**config.mk**
```make
export PLATFORM = sky130hd
export DESIGN_NAME = icache_responder
export DESIGN_NICKNAME = d
export VERILOG_FILES = /design/src/rtl/icache_responder.sv
export SDC_FILE = /design/constraint.sdc
export NUM_CORES = 1
export LEC_CHECK = 0
export ABC_AREA = 1
export CORE_MARGIN = 2
export CORE_UTILIZATION = 40
export DETAILED_ROUTE_END_ITERATION = 6
export PLACE_DENSITY = 0.53
export SETUP_SLACK_MARGIN = 0.1
export SYNTH_ARGS = -nofsm -noshare
export SYNTH_HDL_FRONTEND = slang
export SYNTH_SLANG_ARGS = --single-unit
```
**constraint.sdc**
```tcl
create_clock -name CLK -period 5.42 [get_ports CLK]
set_input_delay 0.813 -clock CLK [delete_from_list [all_inputs] [get_ports CLK]]
set_output_delay 0.813 -clock CLK [all_outputs]
set_load 0.05 [all_outputs]
```
**src/rtl/icache_responder.sv**
```systemverilog
// icache_responder: direct-mapped read-only instruction cache, one-word lines, single-word refill
// ports: CLK/RST clock and sync active-high reset; imemREN/imemaddr fetch request -> ihit/imemload;
//        flush invalidates all lines; iREN/iaddr -> iwait/iload memory read; miss_count saturating miss tally
module icache_responder #(
  parameter int SETS   = 16,
  parameter int ADDR_W = 32,
  parameter int CNT_W  = 16
) (
  input  logic              CLK,
  input  logic              RST,
  input  logic              imemREN,
  input  logic [ADDR_W-1:0] imemaddr,
  input  logic              flush,
  output logic              ihit,
  output logic [31:0]       imemload,
  output logic              iREN,
  output logic [ADDR_W-1:0] iaddr,
  input  logic              iwait,
  input  logic [31:0]       iload,
  output logic [CNT_W-1:0]  miss_count
);
  localparam int IDX_W = $clog2(SETS);
  localparam int TAG_W = ADDR_W - IDX_W - 2;
  typedef enum logic {IDLE, FILL} state_t;
  state_t            state, nstate;
  logic [SETS-1:0]   valid;
  logic [TAG_W-1:0]  tags [SETS];
  logic [31:0]       data [SETS];
  logic [ADDR_W-3:0] miss_word;
  logic [IDX_W-1:0]  idx, midx;
  logic [TAG_W-1:0]  tag, mtag;
  logic              lookup, miss, done;
  logic              unused_byte_bits;
  assign unused_byte_bits = ^imemaddr[1:0];
  assign idx    = imemaddr[IDX_W+1:2];
  assign tag    = imemaddr[ADDR_W-1:IDX_W+2];
  assign midx   = miss_word[IDX_W-1:0];
  assign mtag   = miss_word[ADDR_W-3:IDX_W];
  assign lookup = valid[idx] && tags[idx] == tag;
  always_comb begin
    ihit     = (state == IDLE) && imemREN && lookup;
    imemload = ihit ? data[idx] : 32'd0;
    miss     = (state == IDLE) && imemREN && !lookup;
    iREN     = state == FILL;
    iaddr    = iREN ? {miss_word, 2'b00} : '0;
    done     = iREN && !iwait;
    nstate   = miss ? FILL : done ? IDLE : state;
  end
  always_ff @(posedge CLK) begin
    if (RST) begin
      state      <= IDLE;
      valid      <= '0;
      miss_count <= '0;
    end else begin
      state      <= nstate;
      miss_count <= miss_count + {{(CNT_W-1){1'b0}}, miss && !(&miss_count)};
      if (flush) valid <= '0;
      else if (done) valid[midx] <= 1'b1;
    end
  end
  always_ff @(posedge CLK) begin
    if (miss) miss_word <= imemaddr[ADDR_W-1:2];
    if (done) begin
      tags[midx] <= mtag;
      data[midx] <= iload;
    end
  end
endmodule
```
; ---- After elaboration in Yosys (flattened, before gate mapping)
; Memory sizes are Yosys's and may differ from the RTL's.
; Index checks and enable logic that the tools add are counted.
; Widths: inputs -> output; s select.
[word_totals]
register_bits = 63
mem_bits_rw = 928
out_inout_bits = 82
memories = 2
[memory_table]
columns = memory, words, word_bits, rd, rd_clocked_by_memory_dff, write_ports, line
row1 = data, 16, 32, 1, 0, 1, 28  ; logic [31:0] data [SETS];
row2 = tags, 16, 26, 1, 0, 1, 27  ; logic [TAG_W-1:0] tags [SETS];
[op_classes]
n_addsub = 1
magnitude_cmp = 3
eq_ne = 1
muxes = 10
n_bitwise = 2
n_reduce_logical = 13
[ops]
columns = cell, n
row1 = $mux 32, 2
row2 = $eq 26x26->1, 1
row3 = $add 16x1->16, 1
row4 = $or 16x16->16, 1
row5 = $reduce_and 16->1, 1
row6 = $lt 4x5->1 const B, 2
row7 = $logic_and 1x1->1, 7
row8 = $mux 1, 6
row9 = $bmux 1 s4, 1
row10 = $demux 1 s4, 1
row11 = $ge 4x1->1 const B, 1
row12 = $logic_not 1->1, 3
row13 = $reduce_bool 2->1, 1
row14 = $reduce_or 2->1, 1
row15 = $not 1->1, 1

; ---- Depth between registers and ports, before layout
; Gate-level depths: netlist of the first run.
[logic_depth]
ltp_word = 7
depth_mapped = 30
ltp_nobuf = 28

; ---- Worst setup path before layout of the first run
; Ideal clock, no wire load.
[synth_path]
path_kind = input-to-reg
from = input iwait
to = memory data[13][0] (enable)
setup_time_ps = 475
arrival_time_ps = 3667
slack_ps = 1277
stages = 5
path_cell_list = nor2_1 > inv_1 > nor3b_1 > inv_1 > nor2_1
[synth_via]
elab_chain_cells = 4
[synth_rtl]
columns = element, line
row1 = "start, declared", 18  ; input logic iwait,
row2 = $logic_not 1->1, 46  ; done = iREN && !iwait;
row3 = $logic_and 1x1->1, 46
row4 = $mux 1, 63  ; if (done) begin
row5 = $mux 1 (implied by the code), 65  ; data[midx] <= iload;
row6 = "end, declared", 28
; No other way between the ends.

; ---- Worst setup path in the final report of the first run
[layout_path]
from = input imemaddr[2]
to = output imemload[24]
[layout_via]
elab_chain_cells = 5
elab_cells_between_ends = 8
cone_classes = eq/ne (1) / mux (3) / reduce/logical (2) / memory (2)
[layout_rtl]
columns = element, line
row1 = "start, declared", 12  ; input logic [ADDR_W-1:0] imemaddr,
row2 = $mem_v2 16x26 or $bmux 1 s4 (tied branches), --
row3 = $eq 26x26->1 or $mux 1 (tied branches), 39  ; assign lookup = valid[idx] && tags[idx] == tag;
row4 = $logic_and 1x1->1, 39
row5 = $logic_and 1x1->1, 41  ; ihit = (state == IDLE) && imemREN && lookup;
row6 = $mux 32 (*), 42  ; imemload = ihit ? data[idx] : 32'd0;
row7 = "end, declared", 15  ; output logic [31:0] imemload,
; Mark *: on every way between the ends. The rest lies on a longest branch, timed or not. The select of a mux whose other input is x is not followed.

==> impl_results.md, run 1 <==
- Status: finished, final reports clean
- Post-Syn Instances: 3368
- WHS Path Cells: 2
- H-tree depth: 3
- Die area: 103000 um2
- Total Wirelength: 106000 um
- Ys Warns: 0
- # hold bufs at CTS: 0
- Setup TNS: 0 ps
- Mapped Area: 40300 um2
- Cell internal pwr: 12.5 mW
- Final Cell Area: 46700 um2
- Reg power frac: 53.0%
- Max-slew violations: 0
- Leakage: 16.9 nW
- Fin Hold WS: 459 ps
- Antenna violations before repair: 3
- Final Hold Fails: 0
- Residual DRC: 0
- CTS tree: done
- Gr ovfl total: 0
- # setup viols final: 0
- Power share of the combinational group: 5.8%
- Highest clock rate: 0.205 GHz
- Post-synth ARST share: 0%
- First-pass GRT wire length: 157000 um
- Iteration-0 DRC Markers: 2014
- Fin cells: 4861
- Die W: 321 um
- Sequential share of the synthesized area: 73.1%
- Crit end category: primary output
- Routed WL per cell: 21.9 um
- Total CTS buffers: 106
- Dpl hpwl: 53900 um
- Total of max-cap violations: 0
- Final GP Congestion: 0.759
- Clk sinks: 991
- Clock Skews: 31.3 ps
- Peak supply drop: 0.000251 V
- Post-CTS Setup Repair Bufs: 0
- Worst EP arrival: 4050 ps
- Share of the synthesized area in the top cell type: 71.5%
- Longest Clk Path Bufs: 3
- Synthesized flop and latch total: 991
- Starting density of the core: 40.3%
- Crit path from: imemaddr[2]
- Worst Reg2Reg Path Length in Cells: 25
- Mean Syn Cell Area: 12.0 um2
- # diodes: 0
- Slew headroom: 27.8%
- Prevailing post-synth register cell: edfxtp_1
- Row cnt: 116
- Largest fanout on the critical path: 89
- Worst R2R Start: tags[0][9]
- RSZ-0062 raised after global routing: false
- Drt pass-1 iters: 6
- Post-CTS resize count: 0
- Total track usage: 20.4%
- Placed Area: 43600 um2
- Critical setup path kind: in -> out
- Largest net degree at the start of global routing: 137
- Vias per cell: 5.22
- Worst-Margin Slew: 1080 ps
- Sw Share: 22.4%
- Post-synth EDFFs: 958
- Clock network latency to the later pin of the worst-skew pair: 680 ps
- Antenna Nets Post-Route: 0
- CTS clk-pin slew, worst paths: 60 ps
- Die height: 321 um
- Area leader, netlist: edfxtp_1
- IO buf count: 146
- Worst endpoint required time: 4610 ps
- Layout cell share with drive strength beyond 1: 8.06%
- Clock root buffer: clkbuf_16
- Vias in the first global route: 23720
- Cell area power density: 344 nW/um2
- CP Launch Type: input port
- Area added between synthesis and finish: 16.1%
- Vias: 25375
- Most numerous cell in the Yosys netlist: nand2_1
- Hold Path Class: reg -> reg
- Fin nets: 3559
- Cells after DPL: 4678
- Min-delay src: valid[5]
- Post-synthesis cell type count: 41
- Synth cell count leaders: nand2_1, edfxtp_1, nand3_1
- Net Switching: 3.60 mW
- Final Util: 46.8%
- Final period util: 89.8%
- Largest cells by area after synthesis: edfxtp_1, nand2_1, nand3_1
- Final min period: 4870 ps
- Clock Power Share: 41.2%
- Core Footprint: 99900 um2
- I/O pin count: 151
==> per-layer routing <==
layer	vias up	wire (um)	share of wire (%)	GRT usage (%)
li1	12110	-	-	-
met1	12505	47900	45	28.5
met2	597	51200	48	33.7
met3	157	4700	4.4	2.90
met4	6	2500	2.3	5.38
met5	-	32	0.030	0
==> flip-flops by register name, indices dropped and copies added (netlist names) <==
name        flops
miss_word      30
data          512
tags          416
miss_count     16
valid          16
iREN            1
==> worst max-delay path, stage by stage <==
cell      delay [ps]
buf_8            250
buf_12           400
buf_4            590
buf_4            670
nand2_1          110
a221oi_1         300
a31oi_1           70
nand2_1          110
o31ai_1          190
nor2_1           270
buf_12           170
==> final timing paths <==
kind	slack (ps)	end
max	550	imemload[24]
min	460	valid[5]
max reg2reg	1840	miss_count[15]
min reg2reg	460	valid[5]
==> area by class of cell <==
class | count | area (um2)
Clock inverter | 48 | 347
Fill cell | 9017 | 53100
Sequential cell | 991 | 29400
Multi-Input combinational cell | 1942 | 9090
Inverter | 231 | 900
Clock buffer | 135 | 2780
Timing Repair Buffer | 216 | 2550
Tap cell | 1298 | 1620
==> per-stage QoR <==
| step | total power, mW | setup slack, ps |
|---|---|---|
| floorplan | 9.22 | 1280 |
| global placement | 9.61 | 517 |
| detailed placement | 9.61 | 572 |
| CTS | 16.2 | 537 |
| global route | 16.6 | 326 |
| finish | 16.1 | 553 |
==> kinds of logic (layout without fill, tap and decap cells) <==
kind of cell	count (synthesis)	in the layout	synth area share (%)
adders and majority gates	2	2	0.0622
DFF	991	991	73.1
AOI/OAI and AO/OA	455	455	7.14
buffers and inverters	436	630	4.53
xor gates and xnor gates	2	2	0.0435
other	1	2	0.00932
and+or+nand+nor	1481	1481	15.1
==> power groups by stage <==
| stage | clock network (mW) | logic, mW | registers [mW] |
|---|---|---|---|
| final | 6.62 | 0.925 | 8.52 |
| after global routing | 7.05 | 1.02 | 8.53 |
| after CTS | 6.77 | 0.934 | 8.52 |
| after detailed placement | 0 | 0.932 | 8.68 |
| after global placement | 0 | 0.928 | 8.68 |
| after floorplan | 0 | 0.559 | 8.66 |
==> layout by cell type, fill, tap and decap left out, drive strengths merged, types with 33 or more instances in the layout <==
master | Yosys | routed
clkdlybuf4s50 | 0 | 109
nand2 | 1003 | 1003
buf | 111 | 106
nand3 | 313 | 313
inv | 231 | 235
o21ai | 68 | 68
a221oi | 96 | 96
dfxtp | 33 | 33
clkinv | 0 | 38
clkbuf | 94 | 136
a21oi | 226 | 226
nor2 | 126 | 126
edfxtp | 958 | 958
(Power assumes the default switching activity.)
==> run 2: changes to the inputs <==
--- a/constraint.sdc
+++ b/constraint.sdc
@@ -3,2 +3,2 @@
 set_output_delay 0.813 -clock CLK [all_outputs]
-set_load 0.05 [all_outputs]
+set_load 0.01 [all_outputs]
==> run 2 against run 1 <==
  * Cell count increased by 0.33%
  * Sequential power about the same
  * Wire length decreased by 0.30%
  * Count of clock-buffer cells in the layout decreased by 4
  * Worst hold slack got worse by 0.84 ps
  * Core utilization about the same
  * Maximum frequency decreased by 3.8%
  * Worst setup slack got worse by 190 ps
  * Highest routed layer unchanged
==> impl_results.md, run 2 (synthesized netlist as in run 1, its figures left out) <==
- Status: finished, final reports clean (unchanged)
- # diodes: 0 (unchanged)
- Core Footprint: 99900 um2 (unchanged)
- Setup TNS: 0 ps (unchanged)
- CTS clk-pin slew, worst paths: 60 ps (about the same)
- Final min period: 5060 ps (was 4870 ps)
- CTS tree: done (unchanged)
- Peak supply drop: 0.000250 V (was 0.000251 V)
- Top Registers: data x512, tags x416, miss_word x30 (unchanged)
- Die height: 321 um (unchanged)
- Die area: 103000 um2 (unchanged)
- Residual DRC: 0 (unchanged)
- Final Util: 46.8% (about the same)
- Cell area power density: 352 nW/um2 (was 344 nW/um2)
- Crit end category: primary output (unchanged)
- Iteration-0 DRC Markers: 2075 (was 2014)
- Final GP Congestion: 0.748 (was 0.759)
- Dpl hpwl: 54200 um (was 53900 um)
- Clock root buffer: clkbuf_16 (unchanged)
- IO buf count: 146 (unchanged)
- Longest Clk Path Bufs: 3 (unchanged)
- Gr ovfl total: 0 (unchanged)
- Critical setup path kind: in -> out (unchanged)
- Critical-path cell list: buf_8 -> inv_8 -> buf_4 -> buf_12 -> nand2_1 -> nand2_1 -> nand2_1 -> nand3_1 -> nand3_1 -> nand2_1 -> nand2_1 -> nand2_1 -> nand2_1 -> nor2_1 -> nand3_1 -> nor2_2 -> nand2_2 -> buf_4 -> nor3_2 -> clkdlybuf4s50_1 (was buf_8 -> buf_12 -> buf_4 -> buf_4 -> nand2_1 -> a221oi_1 -> a31oi_1 -> nand2_1 -> o31ai_1 -> nor2_1 -> buf_12)
- Most frequent cells in the layout: nand2_1, edfxtp_1, nand3_1 (unchanged)
- Vias per cell: 5.20 (was 5.22)
- Routed WL per cell: 21.7 um (was 21.9 um)
- Final period util: 93.4% (was 89.8%)
- Max reg flops: 512 (unchanged)
- Clock Skews: 25.5 ps (was 31.3 ps)
- Hold Path Class: reg -> reg (unchanged)
- Area added between synthesis and finish: 16.2% (was 16.1%)
- FILL cells: 8955 (was 9017)
- Commonest non-fill, non-tap cell in the layout: nand2_1 (unchanged)
- # setup viols final: 0 (unchanged)
- # hold bufs at CTS: 0 (unchanged)
- I/O pin count: 151 (unchanged)
- Largest net degree at the start of global routing: 119 (was 137)
- Antenna violations before repair: 3 (unchanged)
- Highest clock rate: 0.198 GHz (was 0.205 GHz)
- Clk sinks: 991 (unchanged)
- RSZ-0062 raised after global routing: false (unchanged)
- Starting density of the core: 40.3% (unchanged)
- Largest fanout on the critical path: 44 (was 89)
- Vias: 25349 (was 25375)
- Worst endpoint required time: 4610 ps (about the same)
- Layout cell share with drive strength beyond 1: 7.77% (was 8.06%)
- CP Launch Type: input port (unchanged)
- Fin nets: 3564 (was 3559)
- Slowest library cell on the worst path: clkdlybuf4s50_1 (was buf_4)
- FF-to-FF setup slack: 1830 ps (was 1840 ps)
- Worst path max stage delay: 620 ps (was 670 ps)
- Leakage: 16.9 nW (about the same)
- Die W: 321 um (unchanged)
- Post-CTS Setup Repair Bufs: 0 (unchanged)
- Slew headroom: 27.3% (was 27.8%)
- Bufs and invs on worst path: 6 (was 5)
- Total Wirelength: 106000 um (about the same)
- CP top delay family: buffers and inverters (unchanged)
- H-tree depth: 3 (unchanged)
- Crit-path most repeated cell: nand2_1
- Row cnt: 116 (unchanged)
- Total of max-cap violations: 0 (unchanged)
- Drt pass-1 iters: 7 (was 6)
- Total CTS buffers: 105 (was 106)
- Max-slew violations: 0 (unchanged)
- First-pass GRT wire length: 159000 um (was 157000 um)
- Worst-Margin Slew: 1090 ps (was 1080 ps)
- Vias in the first global route: 24146 (was 23720)
- Total track usage: 20.6% (was 20.4%)
- Clock network latency to the later pin of the worst-skew pair: 680 ps (about the same)
- Final Hold Fails: 0 (unchanged)
- Largest register by flop count: data (unchanged)
- Post-CTS resize count: 0 (unchanged)
- Worst EP arrival: 4250 ps (was 4050 ps)
- Antenna Nets Post-Route: 0 (unchanged)
## run 2: cell types whose count changed in the layout (fill, tap and decap cells not counted), sizes merged
cell,change
clkbuf,-4
bufinv,+8
clkinv,+9
inv,-3
buf,-27
clkdlybuf4s50,+33
## run 2: stage by stage
step | hold slack [ps] | cells | total power, mW | setup slack (ps) | area, um2
finish | 458 | 4877 | 16.5 | 360 | 46800
global route | 486 | 4877 | 17.0 | 104 | 46800
CTS | 462 | 4877 | 16.6 | 344 | 46800
detailed placement | 452 | 4684 | 9.58 | 363 | 43400
global placement | 443 | 4684 | 9.57 | 379 | 43400
floorplan | 435 | 3369 | 9.18 | 1280 | 40300
## run 2: final timing paths
kind	from	endpoint	depth (start not counted)
hold / removal	valid[5]	valid[5]	2
setup reg to reg	tags[0][9]	miss_count[15]	25
setup / recovery	imemaddr[2]	imemload[26]	20
hold reg to reg	valid[5]	valid[5]	2
## run 2: area by class of cell
cell class                 count  area [um2]  area share, %
clock inverter                62         581           1.24
sequential                   991       29400           62.9
multi-input combinational   1942        9090           19.4
timing repair buffer         222        2310           4.95
clock buffer                 131        2820           6.03
inverter                     231         900           1.92
tap                         1298        1620           3.47
## run 2: routing by layer
metal | track usage [%] | up-vias | part of all wire [%]
met5 | 0 | - | 0.028
met4 | 5.28 | 4 | 2.2
met3 | 3.10 | 142 | 5.0
met2 | 33.4 | 642 | 48
met1 | 29.0 | 12456 | 45
li1 | - | 12105 | -
## run 2: power by group
part	total [mW]	internal [mW]	switching, mW
Combinational	0.892	0.279	0.612
Clock	7.07	4.18	2.88
Sequential	8.52	8.46	0.0610
Total	16.5	12.9	3.55
## run 2: tightest hold or removal path, delay by kind of cell, from the launching register on
| kind | cells | cell delay (ps) |
|---|---|---|
| buffers and inverters | 1 | 60 |
| AO/OA/AOI/OAI | 1 | 60 |
| flip-flops | 1 | 290 |
==> run 3: changes to the inputs <==
CORE_MARGIN = 1.5   (was 2)
==> run 3 against run 2 <==
  * Critical path depth is 2 lower
  * Core utilization down 0.12 points
  * Wire length increased by 1.0%
  * Maximum frequency increased by 1.9%
  * Combinational power decreased by 1%
  * First-iteration DRC count up 1.3%
  * Clock skew shrank 7.6 ps
  * Worst hold slack better by 2.1 ps
  * Clock power shrank 0.7%
  * Power down 0.32%
  * Cell count shrank 0.14%
  * Critical path type unchanged
  * Critical endpoint is now imemload[5]
  * Largest power group unchanged
  * Highest routed layer unchanged
==> impl_results.md, run 3 (synthesized netlist as in run 1, its figures left out) <==
- Status: finished, final reports clean (unchanged)
- Drt pass-1 iters: 5 (was 7)
- Largest fanout on the critical path: 136 (was 44)
- Final min period: 4970 ps (was 5060 ps)
- Vias: 25377 (was 25349)
- Critical setup path kind: in -> out (unchanged)
- Total Wirelength: 107000 um (was 106000 um)
- Worst endpoint required time: 4610 ps (about the same)
- FILL cells: 9055 (was 8955)
- Dpl hpwl: 53100 um (was 54200 um)
- First-pass GRT wire length: 159000 um (about the same)
- Final Cell Area: 46600 um2 (was 46800 um2)
- Most frequent cells in the layout: nand2_1, edfxtp_1, nand3_1 (unchanged)
- CP Launch Type: input port (unchanged)
- Cell area power density: 352 nW/um2 (about the same)
- Area added between synthesis and finish: 15.9% (was 16.2%)
- Leakage: 16.8 nW (was 16.9 nW)
- Final Hold Fails: 0 (unchanged)
- Peak supply drop: 0.000236 V (was 0.000250 V)
- Clock root buffer: clkbuf_16 (unchanged)
- Setup TNS: 0 ps (unchanged)
- Placed Area: 43300 um2 (was 43400 um2)
- IO buf count: 146 (unchanged)
- Total CTS buffers: 107 (was 105)
- Final period util: 91.6% (was 93.4%)
- Vias in the first global route: 24525 (was 24146)
- Largest net degree at the start of global routing: 167 (was 119)
- Largest register by flop count: data (unchanged)
- # diodes: 0 (unchanged)
- Starting density of the core: 40.3% (unchanged)
- Max-slew violations: 0 (unchanged)
- Slew headroom: 25.4% (was 27.3%)
- Clk sinks: 991 (unchanged)
- Antenna violations before repair: 1 (was 3)
- H-tree depth: 3 (unchanged)
- Layout cell share with drive strength beyond 1: 7.50% (was 7.77%)
- Antenna Nets Post-Route: 0 (unchanged)
- # setup viols final: 0 (unchanged)
- Total of max-cap violations: 0 (unchanged)
- Post-CTS Setup Repair Bufs: 0 (unchanged)
- Worst path max stage delay: 610 ps (was 620 ps)
- Clock network latency to the later pin of the worst-skew pair: 680 ps (about the same)
- CP top delay family: simple AND/OR/NAND/NOR gates (was buffers and inverters)
- Final GP Congestion: 0.760 (was 0.748)
- Final setup margin: 453 ps (was 360 ps)
- CTS tree: done (unchanged)
- Worst EP arrival: 4150 ps (was 4250 ps)
- Crit end category: primary output (unchanged)
- Hold Path Class: reg -> reg (unchanged)
- Die W: 320 um (was 321 um)
- Crit-path most repeated cell: nand2_1 (unchanged)
- Worst-Margin Slew: 1120 ps (was 1090 ps)
- Setup WS pre-CTS: 386 ps (was 363 ps)
- Highest clock rate: 0.201 GHz (was 0.198 GHz)
- I/O pin count: 151 (unchanged)
- Routed WL per cell: 22.0 um (was 21.7 um)
- Post-CTS resize count: 0 (unchanged)
- Total track usage: 20.8% (was 20.6%)
- RSZ-0062 raised after global routing: false (unchanged)
- Clock Skews: 17.9 ps (was 25.5 ps)
- Vias per cell: 5.21 (was 5.20)
- Slowest library cell on the worst path: clkdlybuf4s50_1 (unchanged)
- Gr ovfl total: 0 (unchanged)
- Row cnt: 116 (unchanged)
- # hold bufs at CTS: 0 (unchanged)
- Max reg flops: 512 (unchanged)
- Core Footprint: 99900 um2 (unchanged)
- Critical-path cell list: buf_8 -> buf_12 -> nand2_1 -> nand3_1 -> nand3_1 -> nand3_1 -> nand2_1 -> nand2_1 -> nand2_1 -> nor2_1 -> nand2_1 -> nor2_1 -> nand2_1 -> nor2_2 -> nand2_2 -> buf_12 -> nor3_1 -> clkdlybuf4s50_1 (was buf_8 -> inv_8 -> buf_4 -> buf_12 -> nand2_1 -> nand2_1 -> nand2_1 -> nand3_1 -> nand3_1 -> nand2_1 -> nand2_1 -> nand2_1 -> nand2_1 -> nor2_1 -> nand3_1 -> nor2_2 -> nand2_2 -> buf_4 -> nor3_2 -> clkdlybuf4s50_1)
- Top Registers: data x512, tags x416, miss_word x30 (unchanged)
- Die area: 103000 um2 (about the same)
- Fin nets: 3558 (was 3564)
- Iteration-0 DRC Markers: 2101 (was 2075)
- Residual DRC: 0 (unchanged)
- CTS clk-pin slew, worst paths: 60 ps (about the same)
- Commonest non-fill, non-tap cell in the layout: nand2_1 (unchanged)
- Bufs and invs on worst path: 4 (was 6)
- Die height: 320 um (was 321 um)
- Longest Clk Path Bufs: 3 (unchanged)
run 3: cell count changes in the layout (fill, tap and decap cells not counted):
cell        change
buf_4           -7
clkbuf_1        +6
bufinv_16       -3
clkinv_1        -3
clkinv_2        -2
clkinv_8        +2
clkinvlp_4      -2
inv_6           +2
buf_12          -1
clkinv_4        +1
run 3: worst reg2reg max path, cell delays in order, from the launching register on:
cell	delay, ps
edfxtp_1	340
or2_2	270
nand3_1	70
nand3_1	70
nand3_1	140
nand3_1	140
nand2_1	130
nor2_1	60
nand2_1	60
nor2_1	40
nand2_1	240
o21bai_1	190
nor2_1	120
ha_1	180
nand3_1	110
nor2_1	110
nand2_1	60
inv_1	70
nand2_1	60
nor2_1	170
nand2_1	140
nor3_1	220
nand3_1	120
nor2_1	140
xnor2_1	130
nor2_1	50
run 3: worst paths after layout:
kind | startpoint | endpoint | slack [ps] | cells past startpoint
setup / recovery | imemaddr[2] | imemload[5] | 450 | 18
hold / removal | valid[3] | valid[3] | 460 | 2
setup reg to reg | tags[0][9] | miss_count[15] | 1880 | 25
hold reg to reg | valid[3] | valid[3] | 460 | 2
run 3: through the flow:
step                      hold slack [ps]  total power [mW]  utilization (%)  std cells
after CTS                             459              16.6             46.7       4870
final                                 460              16.4             46.7       4870
after detailed placement              450              9.57             43.4       4676
after floorplan                       435              9.18                -       3369
after global placement                444              9.57             43.4       4676
after global routing                  479              16.9             46.7       4870
run 3: where the power goes:
| part | leakage (nW) | total (mW) | internal (mW) | switching (mW) |
|---|---|---|---|---|
| combinational | 6.29 | 0.879 | 0.275 | 0.604 |
| clock | 1.64 | 7.02 | 4.07 | 2.95 |
| sequential | 8.90 | 8.53 | 8.46 | 0.0697 |
| total | 16.8 | 16.4 | 12.8 | 3.63 |
run 3: routing by layer:
metal  track usage [%]  share of wire (%)  vias to the layer above
met3              2.90                4.5                      160
met2              34.6                 48                      622
met1              28.7                 45                    12491
met5                 0             0.0084                        -
met4              5.63                2.4                        2
li1                  -                  -                    12102
run 3: final cells by class:
| cell class | count | area (um2) | share of cell area [%] |
|---|---|---|---|
| Tap cell | 1298 | 1620 | 3.48 |
| Sequential cell | 991 | 29400 | 63.1 |
| Clock inverter | 57 | 513 | 1.10 |
| Clock buffer | 137 | 2840 | 6.09 |
| Multi-Input combinational cell | 1942 | 9090 | 19.5 |
| Timing Repair Buffer | 214 | 2240 | 4.81 |
| Inverter | 231 | 900 | 1.93 |
